**src/rtl/mul_share_ctrl_if.sv**
```systemverilog
// Requester-side channel of the shared multiplier: request handshake plus result return.
interface mul_share_ctrl_if #(
    parameter int unsigned XLEN = 32
);
    logic            valid;
    logic            ready;
    logic [XLEN-1:0] rs1;
    logic [XLEN-1:0] rs2;
    logic [1:0]      op;
    logic            resp_valid;
    logic            resp_ready;
    logic [XLEN-1:0] resp_data;
    logic            resp_err;

    modport master (
        output valid, rs1, rs2, op, resp_ready,
        input  ready, resp_valid, resp_data, resp_err
    );

    modport slave (
        input  valid, rs1, rs2, op, resp_ready,
        output ready, resp_valid, resp_data, resp_err
    );
endinterface

```
**src/rtl/mul_share_ctrl.sv**
```systemverilog
// Round-robin sharing of one iterative multiplier between two requesters, with
// RV32M high/low and signedness decode and a completion timeout.
module mul_share_ctrl #(
    parameter int unsigned XLEN        = 32,
    parameter int unsigned TIMEOUT_CYC = 64
) (
    input  logic              clk,
    input  logic              rst,
    mul_share_ctrl_if.slave   req0,
    mul_share_ctrl_if.slave   req1,
    output logic [XLEN-1:0]   mul_rs1,
    output logic [XLEN-1:0]   mul_rs2,
    output logic              mul_rs1_signed,
    output logic              mul_rs2_signed,
    output logic              mul_start,
    input  logic [2*XLEN-1:0] mul_result,
    input  logic              mul_valid,
    input  logic              mul_busy
);
    localparam int unsigned TW = $clog2(TIMEOUT_CYC + 1);

    localparam logic [1:0] OP_MUL    = 2'b00;
    localparam logic [1:0] OP_MULH   = 2'b01;
    localparam logic [1:0] OP_MULHSU = 2'b10;

    typedef enum logic [2:0] {
        S_IDLE,
        S_LAUNCH,
        S_WAIT_BUSY,
        S_WAIT_DONE,
        S_RESP
    } state_e;

    state_e               state_q, state_d;
    logic                 last_grant_q, last_grant_d;
    logic                 owner_q, owner_d;
    logic                 hi_q, hi_d;
    logic [XLEN-1:0]      rs1_q, rs1_d;
    logic [XLEN-1:0]      rs2_q, rs2_d;
    logic                 rs1_signed_q, rs1_signed_d;
    logic                 rs2_signed_q, rs2_signed_d;
    logic                 start_q, start_d;
    logic [TW-1:0]        timer_q, timer_d;
    logic [1:0]           resp_valid_q, resp_valid_d;
    logic [1:0]           resp_err_q, resp_err_d;
    logic [1:0][XLEN-1:0] resp_data_q, resp_data_d;

    logic            grant_c;
    logic            accept_c;
    logic            timeout_c;
    logic [XLEN-1:0] sel_rs1_c;
    logic [XLEN-1:0] sel_rs2_c;
    logic [1:0]      sel_op_c;
    logic [1:0]      resp_ready_c;

    // A lone requester wins; on a tie the one not served last time wins.
    always_comb begin
        grant_c = ~last_grant_q;
        if (req0.valid && !req1.valid) begin
            grant_c = 1'b0;
        end else if (req1.valid && !req0.valid) begin
            grant_c = 1'b1;
        end
    end

    assign accept_c     = (state_q == S_IDLE) && (grant_c ? req1.valid : req0.valid);
    assign sel_rs1_c    = grant_c ? req1.rs1 : req0.rs1;
    assign sel_rs2_c    = grant_c ? req1.rs2 : req0.rs2;
    assign sel_op_c     = grant_c ? req1.op : req0.op;
    assign resp_ready_c = {req1.resp_ready, req0.resp_ready};
    assign timeout_c    = (timer_q >= TW'(TIMEOUT_CYC - 1));

    // Sequencer: accept, launch, wait for busy, wait for done/timeout, respond.
    always_comb begin
        state_d      = state_q;
        last_grant_d = last_grant_q;
        owner_d      = owner_q;
        hi_d         = hi_q;
        rs1_d        = rs1_q;
        rs2_d        = rs2_q;
        rs1_signed_d = rs1_signed_q;
        rs2_signed_d = rs2_signed_q;
        start_d      = 1'b0;
        timer_d      = timer_q;
        resp_valid_d = resp_valid_q;
        resp_err_d   = resp_err_q;
        resp_data_d  = resp_data_q;

        unique case (state_q)
            S_IDLE: begin
                if (accept_c) begin
                    owner_d      = grant_c;
                    last_grant_d = grant_c;
                    rs1_d        = sel_rs1_c;
                    rs2_d        = sel_rs2_c;
                    rs1_signed_d = (sel_op_c == OP_MULH) || (sel_op_c == OP_MULHSU);
                    rs2_signed_d = (sel_op_c == OP_MULH);
                    hi_d         = (sel_op_c != OP_MUL);
                    start_d      = 1'b1;
                    state_d      = S_LAUNCH;
                end
            end
            S_LAUNCH: begin
                timer_d = '0;
                state_d = S_WAIT_BUSY;
            end
            S_WAIT_BUSY: begin
                timer_d = timer_q + TW'(1);
                if (timeout_c) begin
                    resp_valid_d[owner_q] = 1'b1;
                    resp_err_d[owner_q]   = 1'b1;
                    resp_data_d[owner_q]  = '0;
                    state_d               = S_RESP;
                end else if (mul_busy) begin
                    state_d = S_WAIT_DONE;
                end
            end
            S_WAIT_DONE: begin
                timer_d = timer_q + TW'(1);
                if (mul_valid && !mul_busy) begin
                    resp_valid_d[owner_q] = 1'b1;
                    resp_err_d[owner_q]   = 1'b0;
                    resp_data_d[owner_q]  = hi_q ? mul_result[2*XLEN-1:XLEN]
                                                 : mul_result[XLEN-1:0];
                    state_d               = S_RESP;
                end else if (timeout_c) begin
                    resp_valid_d[owner_q] = 1'b1;
                    resp_err_d[owner_q]   = 1'b1;
                    resp_data_d[owner_q]  = '0;
                    state_d               = S_RESP;
                end
            end
            S_RESP: begin
                if (resp_ready_c[owner_q]) begin
                    resp_valid_d[owner_q] = 1'b0;
                    state_d               = S_IDLE;
                end
            end
            default: begin
                state_d = S_IDLE;
            end
        endcase
    end

    always_ff @(posedge clk or posedge rst) begin
        if (rst) begin
            state_q      <= S_IDLE;
            last_grant_q <= 1'b1;
            owner_q      <= 1'b0;
            hi_q         <= 1'b0;
            rs1_q        <= '0;
            rs2_q        <= '0;
            rs1_signed_q <= 1'b0;
            rs2_signed_q <= 1'b0;
            start_q      <= 1'b0;
            timer_q      <= '0;
            resp_valid_q <= '0;
            resp_err_q   <= '0;
            resp_data_q  <= '0;
        end else begin
            state_q      <= state_d;
            last_grant_q <= last_grant_d;
            owner_q      <= owner_d;
            hi_q         <= hi_d;
            rs1_q        <= rs1_d;
            rs2_q        <= rs2_d;
            rs1_signed_q <= rs1_signed_d;
            rs2_signed_q <= rs2_signed_d;
            start_q      <= start_d;
            timer_q      <= timer_d;
            resp_valid_q <= resp_valid_d;
            resp_err_q   <= resp_err_d;
            resp_data_q  <= resp_data_d;
        end
    end

    // Ready is held low during reset so every output reads 0 there.
    assign req0.ready = !rst && (state_q == S_IDLE) && !grant_c;
    assign req1.ready = !rst && (state_q == S_IDLE) && grant_c;

    assign req0.resp_valid = resp_valid_q[0];
    assign req0.resp_err   = resp_err_q[0];
    assign req0.resp_data  = resp_data_q[0];
    assign req1.resp_valid = resp_valid_q[1];
    assign req1.resp_err   = resp_err_q[1];
    assign req1.resp_data  = resp_data_q[1];

    assign mul_rs1        = rs1_q;
    assign mul_rs2        = rs2_q;
    assign mul_rs1_signed = rs1_signed_q;
    assign mul_rs2_signed = rs2_signed_q;
    assign mul_start      = start_q;
endmodule

```
**src/flat_wrapper.sv**
```systemverilog
// flat-port wrapper written by rule: the top's interface ports become plain ports
module mul_share_ctrl_flat 
#(
    parameter int unsigned XLEN        = 32,
    parameter int unsigned TIMEOUT_CYC = 64
)
  (clk, rst, mul_rs1, mul_rs2, mul_rs1_signed, mul_rs2_signed, mul_start, mul_result, mul_valid, mul_busy, req0_valid, req0_rs1, req0_rs2, req0_op, req0_resp_ready, req0_ready, req0_resp_valid, req0_resp_data, req0_resp_err, req1_valid, req1_rs1, req1_rs2, req1_op, req1_resp_ready, req1_ready, req1_resp_valid, req1_resp_data, req1_resp_err);
  mul_share_ctrl_if #(.XLEN(XLEN)) req0_i ();
  mul_share_ctrl_if #(.XLEN(XLEN)) req1_i ();
  input  logic clk;
  input  logic rst;
  output logic [XLEN-1:0] mul_rs1;
  output logic [XLEN-1:0] mul_rs2;
  output logic mul_rs1_signed;
  output logic mul_rs2_signed;
  output logic mul_start;
  input  logic [2*XLEN-1:0] mul_result;
  input  logic mul_valid;
  input  logic mul_busy;
  input wire logic [$bits(req0_i.valid)-1:0] req0_valid;
  input wire logic [$bits(req0_i.rs1)-1:0] req0_rs1;
  input wire logic [$bits(req0_i.rs2)-1:0] req0_rs2;
  input wire logic [$bits(req0_i.op)-1:0] req0_op;
  input wire logic [$bits(req0_i.resp_ready)-1:0] req0_resp_ready;
  output wire logic [$bits(req0_i.ready)-1:0] req0_ready;
  output wire logic [$bits(req0_i.resp_valid)-1:0] req0_resp_valid;
  output wire logic [$bits(req0_i.resp_data)-1:0] req0_resp_data;
  output wire logic [$bits(req0_i.resp_err)-1:0] req0_resp_err;
  input wire logic [$bits(req1_i.valid)-1:0] req1_valid;
  input wire logic [$bits(req1_i.rs1)-1:0] req1_rs1;
  input wire logic [$bits(req1_i.rs2)-1:0] req1_rs2;
  input wire logic [$bits(req1_i.op)-1:0] req1_op;
  input wire logic [$bits(req1_i.resp_ready)-1:0] req1_resp_ready;
  output wire logic [$bits(req1_i.ready)-1:0] req1_ready;
  output wire logic [$bits(req1_i.resp_valid)-1:0] req1_resp_valid;
  output wire logic [$bits(req1_i.resp_data)-1:0] req1_resp_data;
  output wire logic [$bits(req1_i.resp_err)-1:0] req1_resp_err;
  assign req0_i.valid = req0_valid;
  assign req0_i.rs1 = req0_rs1;
  assign req0_i.rs2 = req0_rs2;
  assign req0_i.op = req0_op;
  assign req0_i.resp_ready = req0_resp_ready;
  assign req0_ready = req0_i.ready;
  assign req0_resp_valid = req0_i.resp_valid;
  assign req0_resp_data = req0_i.resp_data;
  assign req0_resp_err = req0_i.resp_err;
  assign req1_i.valid = req1_valid;
  assign req1_i.rs1 = req1_rs1;
  assign req1_i.rs2 = req1_rs2;
  assign req1_i.op = req1_op;
  assign req1_i.resp_ready = req1_resp_ready;
  assign req1_ready = req1_i.ready;
  assign req1_resp_valid = req1_i.resp_valid;
  assign req1_resp_data = req1_i.resp_data;
  assign req1_resp_err = req1_i.resp_err;
  mul_share_ctrl #(.XLEN(XLEN), .TIMEOUT_CYC(TIMEOUT_CYC)) u_core (.clk(clk), .rst(rst), .req0(req0_i), .req1(req1_i), .mul_rs1(mul_rs1), .mul_rs2(mul_rs2), .mul_rs1_signed(mul_rs1_signed), .mul_rs2_signed(mul_rs2_signed), .mul_start(mul_start), .mul_result(mul_result), .mul_valid(mul_valid), .mul_busy(mul_busy));
endmodule
```
**config.mk**
```make
export PLATFORM = sky130hd
export DESIGN_NAME = mul_share_ctrl_flat
export DESIGN_NICKNAME = d
export VERILOG_FILES = /design/src/rtl/mul_share_ctrl_if.sv /design/src/rtl/mul_share_ctrl.sv /design/src/flat_wrapper.sv
export SDC_FILE = /design/constraint.sdc
export NUM_CORES = 1
export LEC_CHECK = 0
export ABC_CLOCK_PERIOD_IN_PS = 5350
export CAP_MARGIN = 20
export CELL_PAD_IN_SITES_DETAIL_PLACEMENT = 0
export CELL_PAD_IN_SITES_GLOBAL_PLACEMENT = 1
export CORE_ASPECT_RATIO = 0.8
export CORE_UTILIZATION = 27
export DETAILED_ROUTE_END_ITERATION = 12
export PLACE_DENSITY = 0.82
export SLEW_MARGIN = 40
export SYNTH_ARGS = -nofsm -noshare
export SYNTH_HDL_FRONTEND = slang
export SYNTH_SLANG_ARGS = --single-unit
export TNS_END_PERCENT = 20
```
**constraint.sdc**
```tcl
create_clock -name clk -period 5.35 [get_ports clk]
set_input_delay 1.07 -clock clk [delete_from_list [all_inputs] [get_ports clk]]
set_output_delay 1.07 -clock clk [all_outputs]
set_load 0.005 [all_outputs]
```
==> results of run 1 <==
[worst max path at each step]
stage / to / from / cells after the start
floorplan: u_core.hi_q$_DFFE_PP0P_ / rst / 1
global placement: req1_ready / req1_valid / 5
detailed placement: req1_ready / req1_valid / 5
CTS: req1_ready / req1_valid / 5
global route: req1_ready / req1_valid / 5
finish: req1_ready / req1_valid / 5
[power groups by stage]
stage	sequential [uW]	clock (uW)	combinational (uW)
floorplan	1990	0	1100
finish	2050	1300	2420
global placement	2050	0	2410
detailed placement	2070	0	2450
global route	2130	1400	2620
CTS	2060	1340	2450
[cell families after synthesis]
| family | count (synthesis) | share of synthesized area |
|---|---|---|
| and+or+nand+nor | 99 | 0.0678 |
| DFF | 148 | 0.548 |
| AOI/OAI and AO/OA | 168 | 0.179 |
| buffers and inverters | 52 | 0.0456 |
| muxes | 102 | 0.152 |
| adders and majority gates | 4 | 0.00722 |
[layout make-up]
class	instances	share of cell area
clock inverters	13	0.0177
clock buffers	18	0.0398
flip-flops and latches	148	0.336
inverters	9	0.00374
well taps	318	0.0360
multi-input cells	373	0.248
diodes	1	0.000227
repair buffers	350	0.318
[synthesized netlist by cell type (2+ instances only)]
cell / instances
a21o_1: 3
a221o_1: 2
inv_1: 8
o21a_1: 4
o221a_1: 2
nand3b_1: 2
nor2_1: 73
mux2_1: 2
o21ai_0: 4
a22o_1: 5
buf_2: 27
nor3_1: 2
buf_6: 7
o21bai_1: 2
clkbuf_1: 2
o22ai_2: 2
a21oi_1: 71
nand2_1: 7
buf_4: 7
nand2b_1: 4
ha_1: 3
o2bb2ai_1: 65
nand3_1: 3
dfrtp_1: 147
mux2i_1: 99
[per-layer routing]
| layer | share of wire | wire [um] | up-vias | global-route usage |
|---|---|---|---|---|
| li1 | - | - | 2745 | - |
| met4 | 0.011 | 231 | 0 | 0.0370 |
| met5 | 0 | 0 | - | 0 |
| met1 | 0.44 | 9080 | 2698 | 0.208 |
| met2 | 0.49 | 10200 | 153 | 0.264 |
| met3 | 0.059 | 1220 | 17 | 0.0410 |
[through the flow]
stage	hold WS [ns]	utilization	cells	setup WS, ns
finish	0.482	0.452	1230	1.48
global placement	0.471	0.424	1196	1.47
global route	0.504	0.452	1229	1.39
CTS	0.490	0.451	1228	1.46
detailed placement	0.473	0.425	1197	1.47
floorplan	0.479	-	573	0.302
[worst max-delay path, delay by kind of cell]
family	cells	cell delay, ns
simple gates	1	0.17
buf+inv	3	1.03
fa+ha+maj	1	0.52
[flip-flops by register name, indices dropped and copies added (netlist names), 2 cells and up]
signal,flops
u_core.req1.resp_data,32
u_core.mul_rs2,32
u_core.req0.resp_data,32
u_core.resp_valid_q,2
u_core.mul_rs1,32
u_core.state_q,3
u_core.resp_err_q,2
u_core.timer_q,7
==> impl_metrics.csv, run 1 <==
group,metric,value,unit
yosys,ys_seq_area_frac,0.548,
yosys,synth-main-ff-cell,"dfrtp_1",
timing,post-route-min-period,3.87,ns
clock_tree,path_clk_slew,0.06,ns
clock_tree,postCtsResizedCells,0,
yosys,yosysWarnings,0,
run,max_cap_violations,0,
pwr,ir_worst_vdd,0.189,mV
yosys,netlist_area,6760,sq um
finish,final_common_cell,"clkdlybuf4s50_1",
clock_tree,clock_latency,0.41,ns
global_route,first_global_vias,5677,
finish,regArea,3710,sq um
pwr,p_sw,1810,uW
detailed_routing,drc,0,
pwr,power.total,5760,uW
worst_setup_path,r2r-start,"u_core.last_grant_q$_DFFE_PP1P_",
pwr,p_clk_frac,0.225,
detailed_routing,ant_nets,0,
detailed_routing,first_iter_violations,280,
pwr,p_sw_frac,0.315,
yosys,synth_top_area_cell,"dfrtp_1",
worst_setup_path,crit_path_top_delay_cell,"maj3_4",
pwr,p_comb_frac,0.419,
worst_setup_path,reg2reg_depth,5,
timing,skew,0.0121,ns
detailed_routing,firstDrtPassIters,4,
floorplan,die-height,143,um
timing,fin_crit_sh,0.724,
worst_setup_path,crit_chain,"clkdlybuf4s50_1, inv_1, maj3_4, nor2_1, clkdlybuf4s50_1",
worst_setup_path,worstPathRequired,4.28,ns
timing,hold_viol,0,
clock_tree,cts_buffer_depth,2,
yosys,synth-edff-count,0,
floorplan,initial_core_util,0.276,
clock_tree,cts_tree,"yes",
worst_hold_path,holdPathStages,1,
status,status,"complete, no violations",
yosys,synth_top_area_share,0.545,
global_route,track_usage,0.160,
yosys,syn-mean-instance-area,11.8,sq um
worst_hold_path,hold_path.class,"flop to flop",
floorplan,num_rows,51,
pwr,power_leakage,0.00474,uW
timing,max_freq,258,MHz
yosys,ys_seq_elements,148,
timing,rsz0062_at_grt,"no",
global_route,grt_pass1_wl,31800,um
floorplan,die_x,179,um
detailed_routing,drt-total-wl,20700,um
worst_setup_path,path_common_cell,"clkdlybuf4s50_1",
finish,final.fill_count,2281,
yosys,syn_nets,780,
yosys,synthTopCellsByArea,"dfrtp_1 (54%), mux2i_1 (15%), o2bb2ai_1 (8.4%)",
clock_tree,cts_htree_levels,4,
pwr,power_density,522,nW/um^2
finish,final_layout_size_suffix_gt1_frac,0.0626,
placement,gp_congestion,0.779,
placement,hpwl,15200,um
placement,numPortBuffers,340,
pwr,internal-power,3950,uW
global_route,overflow,0,
worst_setup_path,arrival,2.80,ns
finish,multi_input_area,2750,sq um
worst_setup_path,rrSetupSlack,2.55,ns
worst_setup_path,crit_type,"primary input to output port",
floorplan,coreArea,24400,sq um
clock_tree,cts_buffers,17,
detailed_routing,viasPerCell,4.56,
detailed_routing,wl_per_cell,16.9,um
floorplan,pin_count,341,
finish,syn2layout_area_growth,63.5,%
clock_tree,post-cts-setup-buffers,0,
global_route,grt_max_degree,116,
yosys,synth.distinct_cells,45,
worst_setup_path,cp-end-kind,"output port",
finish,fin_area,11000,sq um
finish,nets,1106,
yosys,syn-instance-count,573,
worst_setup_path,start_kind,"primary input",
clock_tree,cts.hold.buffers_added,0,
worst_hold_path,min_from,"u_core.req1.resp_data[11]$_DFFE_PP0P_",
global_route,antenna_found_initial,1,
placement,dpl_cell_area,10400,sq um
yosys,async_flop_share,1.00,
worst_setup_path,max_stage_delay,0.52,ns
detailed_routing,vias,5613,
finish,layout_common_cells,"clkdlybuf4s50_1 (340), dfrtp_1 (146), mux2i_1 (99)",
pwr,seqPwrFrac,0.356,
timing,slew_violations,0,
floorplan,die_area,25700,sq um
worst_hold_path,whs_endpoint,"u_core.req1.resp_data[11]$_DFFE_PP0P_",
timing,finalSetupTns,0,ns
timing,relSlewSlack,0.489,
worst_setup_path,crit_fanout,28,
timing,tightestPinTransition,0.766,ns
clock_tree,clock-sinks,148,
worst_setup_path,r2r-end,"u_core.mul_rs1_signed$_DFFE_PP0P_",
clock_tree,root_buffer,"clkbuf_16",
timing,setup_viol,0,
Power figures use the tool's default switching activity.
==> inputs of run 2 (changes only) <==
ABC_CLOCK_PERIOD_IN_PS = 3290   (was 5350)
clock period = 3.29 ns   (was 5.35 ns; I/O delays follow)
==> impl_metrics.csv, run 2 (same netlist as run 1, synthesis figures left out) <==
group,metric,value,unit
timing,fin_crit_sh,0.902,
pwr,internal-power,6380,uW
timing,tightestPinTransition,0.822,ns
timing,skew,0.0131,ns
clock_tree,cts_htree_levels,4,
pwr,p_comb_frac,0.429,
global_route,grt_pass1_wl,31500,um
clock_tree,cts_buffer_depth,2,
finish,instances_no_fill,1240,
global_route,grt_max_degree,81,
floorplan,coreArea,24400,sq um
detailed_routing,firstDrtPassIters,5,
worst_setup_path,crit_path_top_delay_cell,"or4_1",
worst_setup_path,crit_family,"buffers and inverters",
worst_setup_path,worstPathRequired,2.63,ns
timing,finalSetupTns,0,ns
finish,layout_common_cells,"clkdlybuf4s50_1 (340), dfrtp_1 (146), mux2i_1 (99)",
floorplan,die-height,143,um
clock_tree,root_buffer,"clkbuf_16",
finish,final_common_cell,"clkdlybuf4s50_1",
floorplan,num_rows,51,
placement,placed_cells,1208,
detailed_routing,first_iter_violations,223,
worst_setup_path,reg2reg_depth,6,
timing,hold_viol,0,
worst_hold_path,holdPathStages,1,
worst_hold_path,hold_path.class,"flop to flop",
pwr,power_leakage,0.00479,uW
worst_setup_path,start_kind,"primary input",
timing,slew_violations,0,
global_route,antenna_found_initial,0,
detailed_routing,viasPerCell,4.55,
timing,max_freq,337,MHz
worst_setup_path,worst-path-buf-inv,2,
clock_tree,cts.hold.buffers_added,0,
worst_hold_path,min_from,"u_core.req1.resp_data[28]$_DFFE_PP0P_",
finish,nets,1116,
placement,gp_congestion,0.794,
detailed_routing,vias,5637,
worst_setup_path,crit_type,"primary input to output port",
worst_setup_path,rrSetupSlack,1.22,ns
worst_setup_path,r2r-start,"u_core.timer_q[0]$_DFFE_PP0P_",
clock_tree,clock-sinks,148,
floorplan,initial_core_util,0.276,
worst_setup_path,r2r-end,"u_core.req1.resp_data[8]$_DFFE_PP0P_",
timing,setup_viol,0,
worst_setup_path,crit_chain,"clkdlybuf4s50_1, or4_1, nor2_1, clkdlybuf4s50_1",
timing,rsz0062_at_grt,"no",
detailed_routing,wl_per_cell,17.0,um
clock_tree,post-cts-setup-buffers,0,
global_route,overflow,0,
placement,hpwl,15700,um
pwr,p_sw,2950,uW
floorplan,die_x,179,um
clock_tree,path_clk_slew,0.06,ns
status,status,"complete, no violations",
global_route,first_global_vias,5643,
global_route,track_usage,0.161,
placement,numPortBuffers,340,
worst_setup_path,arrival,2.31,ns
clock_tree,cts_buffers,17,
clock_tree,cts_tree,"yes",
pwr,p_sw_frac,0.316,
timing,relSlewSlack,0.452,
detailed_routing,drc,0,
floorplan,die_area,25700,sq um
clock_tree,clock_latency,0.42,ns
pwr,seqPwrFrac,0.353,
finish,antennaDiodeCount,0,
floorplan,pin_count,341,
worst_hold_path,whs_endpoint,"u_core.req1.resp_data[28]$_DFFE_PP0P_",
finish,syn2layout_area_growth,64.8,%
finish,final_layout_size_suffix_gt1_frac,0.0727,
worst_setup_path,cp-end-kind,"output port",
pwr,power_density,838,nW/um^2
detailed_routing,ant_nets,0,
worst_setup_path,crit_fanout,2,
run,max_cap_violations,0,
worst_setup_path,max_stage_delay,0.52,ns
pwr,p_clk_frac,0.217,
detailed_routing,drt-total-wl,21000,um
timing,post-route-min-period,2.97,ns
clock_tree,postCtsResizedCells,0,
worst_setup_path,path_common_cell,"clkdlybuf4s50_1",
pwr,ir_worst_vdd,0.317,mV
-- run 2: worst max path at each step --
stage,depth (start not counted),start,slack [ns],to
after floorplan,1,rst,0.77,u_core.hi_q$_DFFE_PP0P_
after global placement,4,rst,0.29,req1_ready
after detailed placement,4,rst,0.31,req0_ready
after CTS,4,rst,0.31,req0_ready
after global routing,4,rst,0.28,req0_ready
final,4,rst,0.32,req0_ready
-- run 2: through the flow --
stage	util	hold slack [ns]	setup WS, ns	cell area (sq um)	total power [uW]
6_report	0.456	0.487	0.323	11100	9330
5_1_grt	0.456	0.500	0.277	11100	9940
4_1_cts	0.456	0.491	0.312	11100	9480
3_5_place_dp	0.430	0.473	0.312	10500	7390
3_3_place_gp	0.429	0.469	0.285	10500	7310
2_1_floorplan	-	0.479	0.772	6760	5030
-- run 2: cell type report --
type,instances,area (sq um)
clock buffer,19,443
clock inverter,13,171
tap,318,398
inverter,9,37.5
fill,2284,13300
timing repair buffer,360,3630
sequential,148,3710
multi-input combinational,373,2750
-- run 2: power by group through the flow --
stage	combinational, uW	sequential (uW)	clock [uW]
after floorplan	1790	3240	0
after global placement	4010	3300	0
after detailed placement	4070	3320	0
after CTS	4070	3310	2090
after global routing	4340	3420	2170
final	4010	3300	2030
-- run 2: layer usage --
layer	track usage	part of all wire	routed length, um	vias up
met4	0.0508	0.016	336	0
met2	0.264	0.48	10200	158
li1	-	-	-	2778
met5	0	0	0	-
met1	0.208	0.44	9260	2681
met3	0.0405	0.060	1260	20
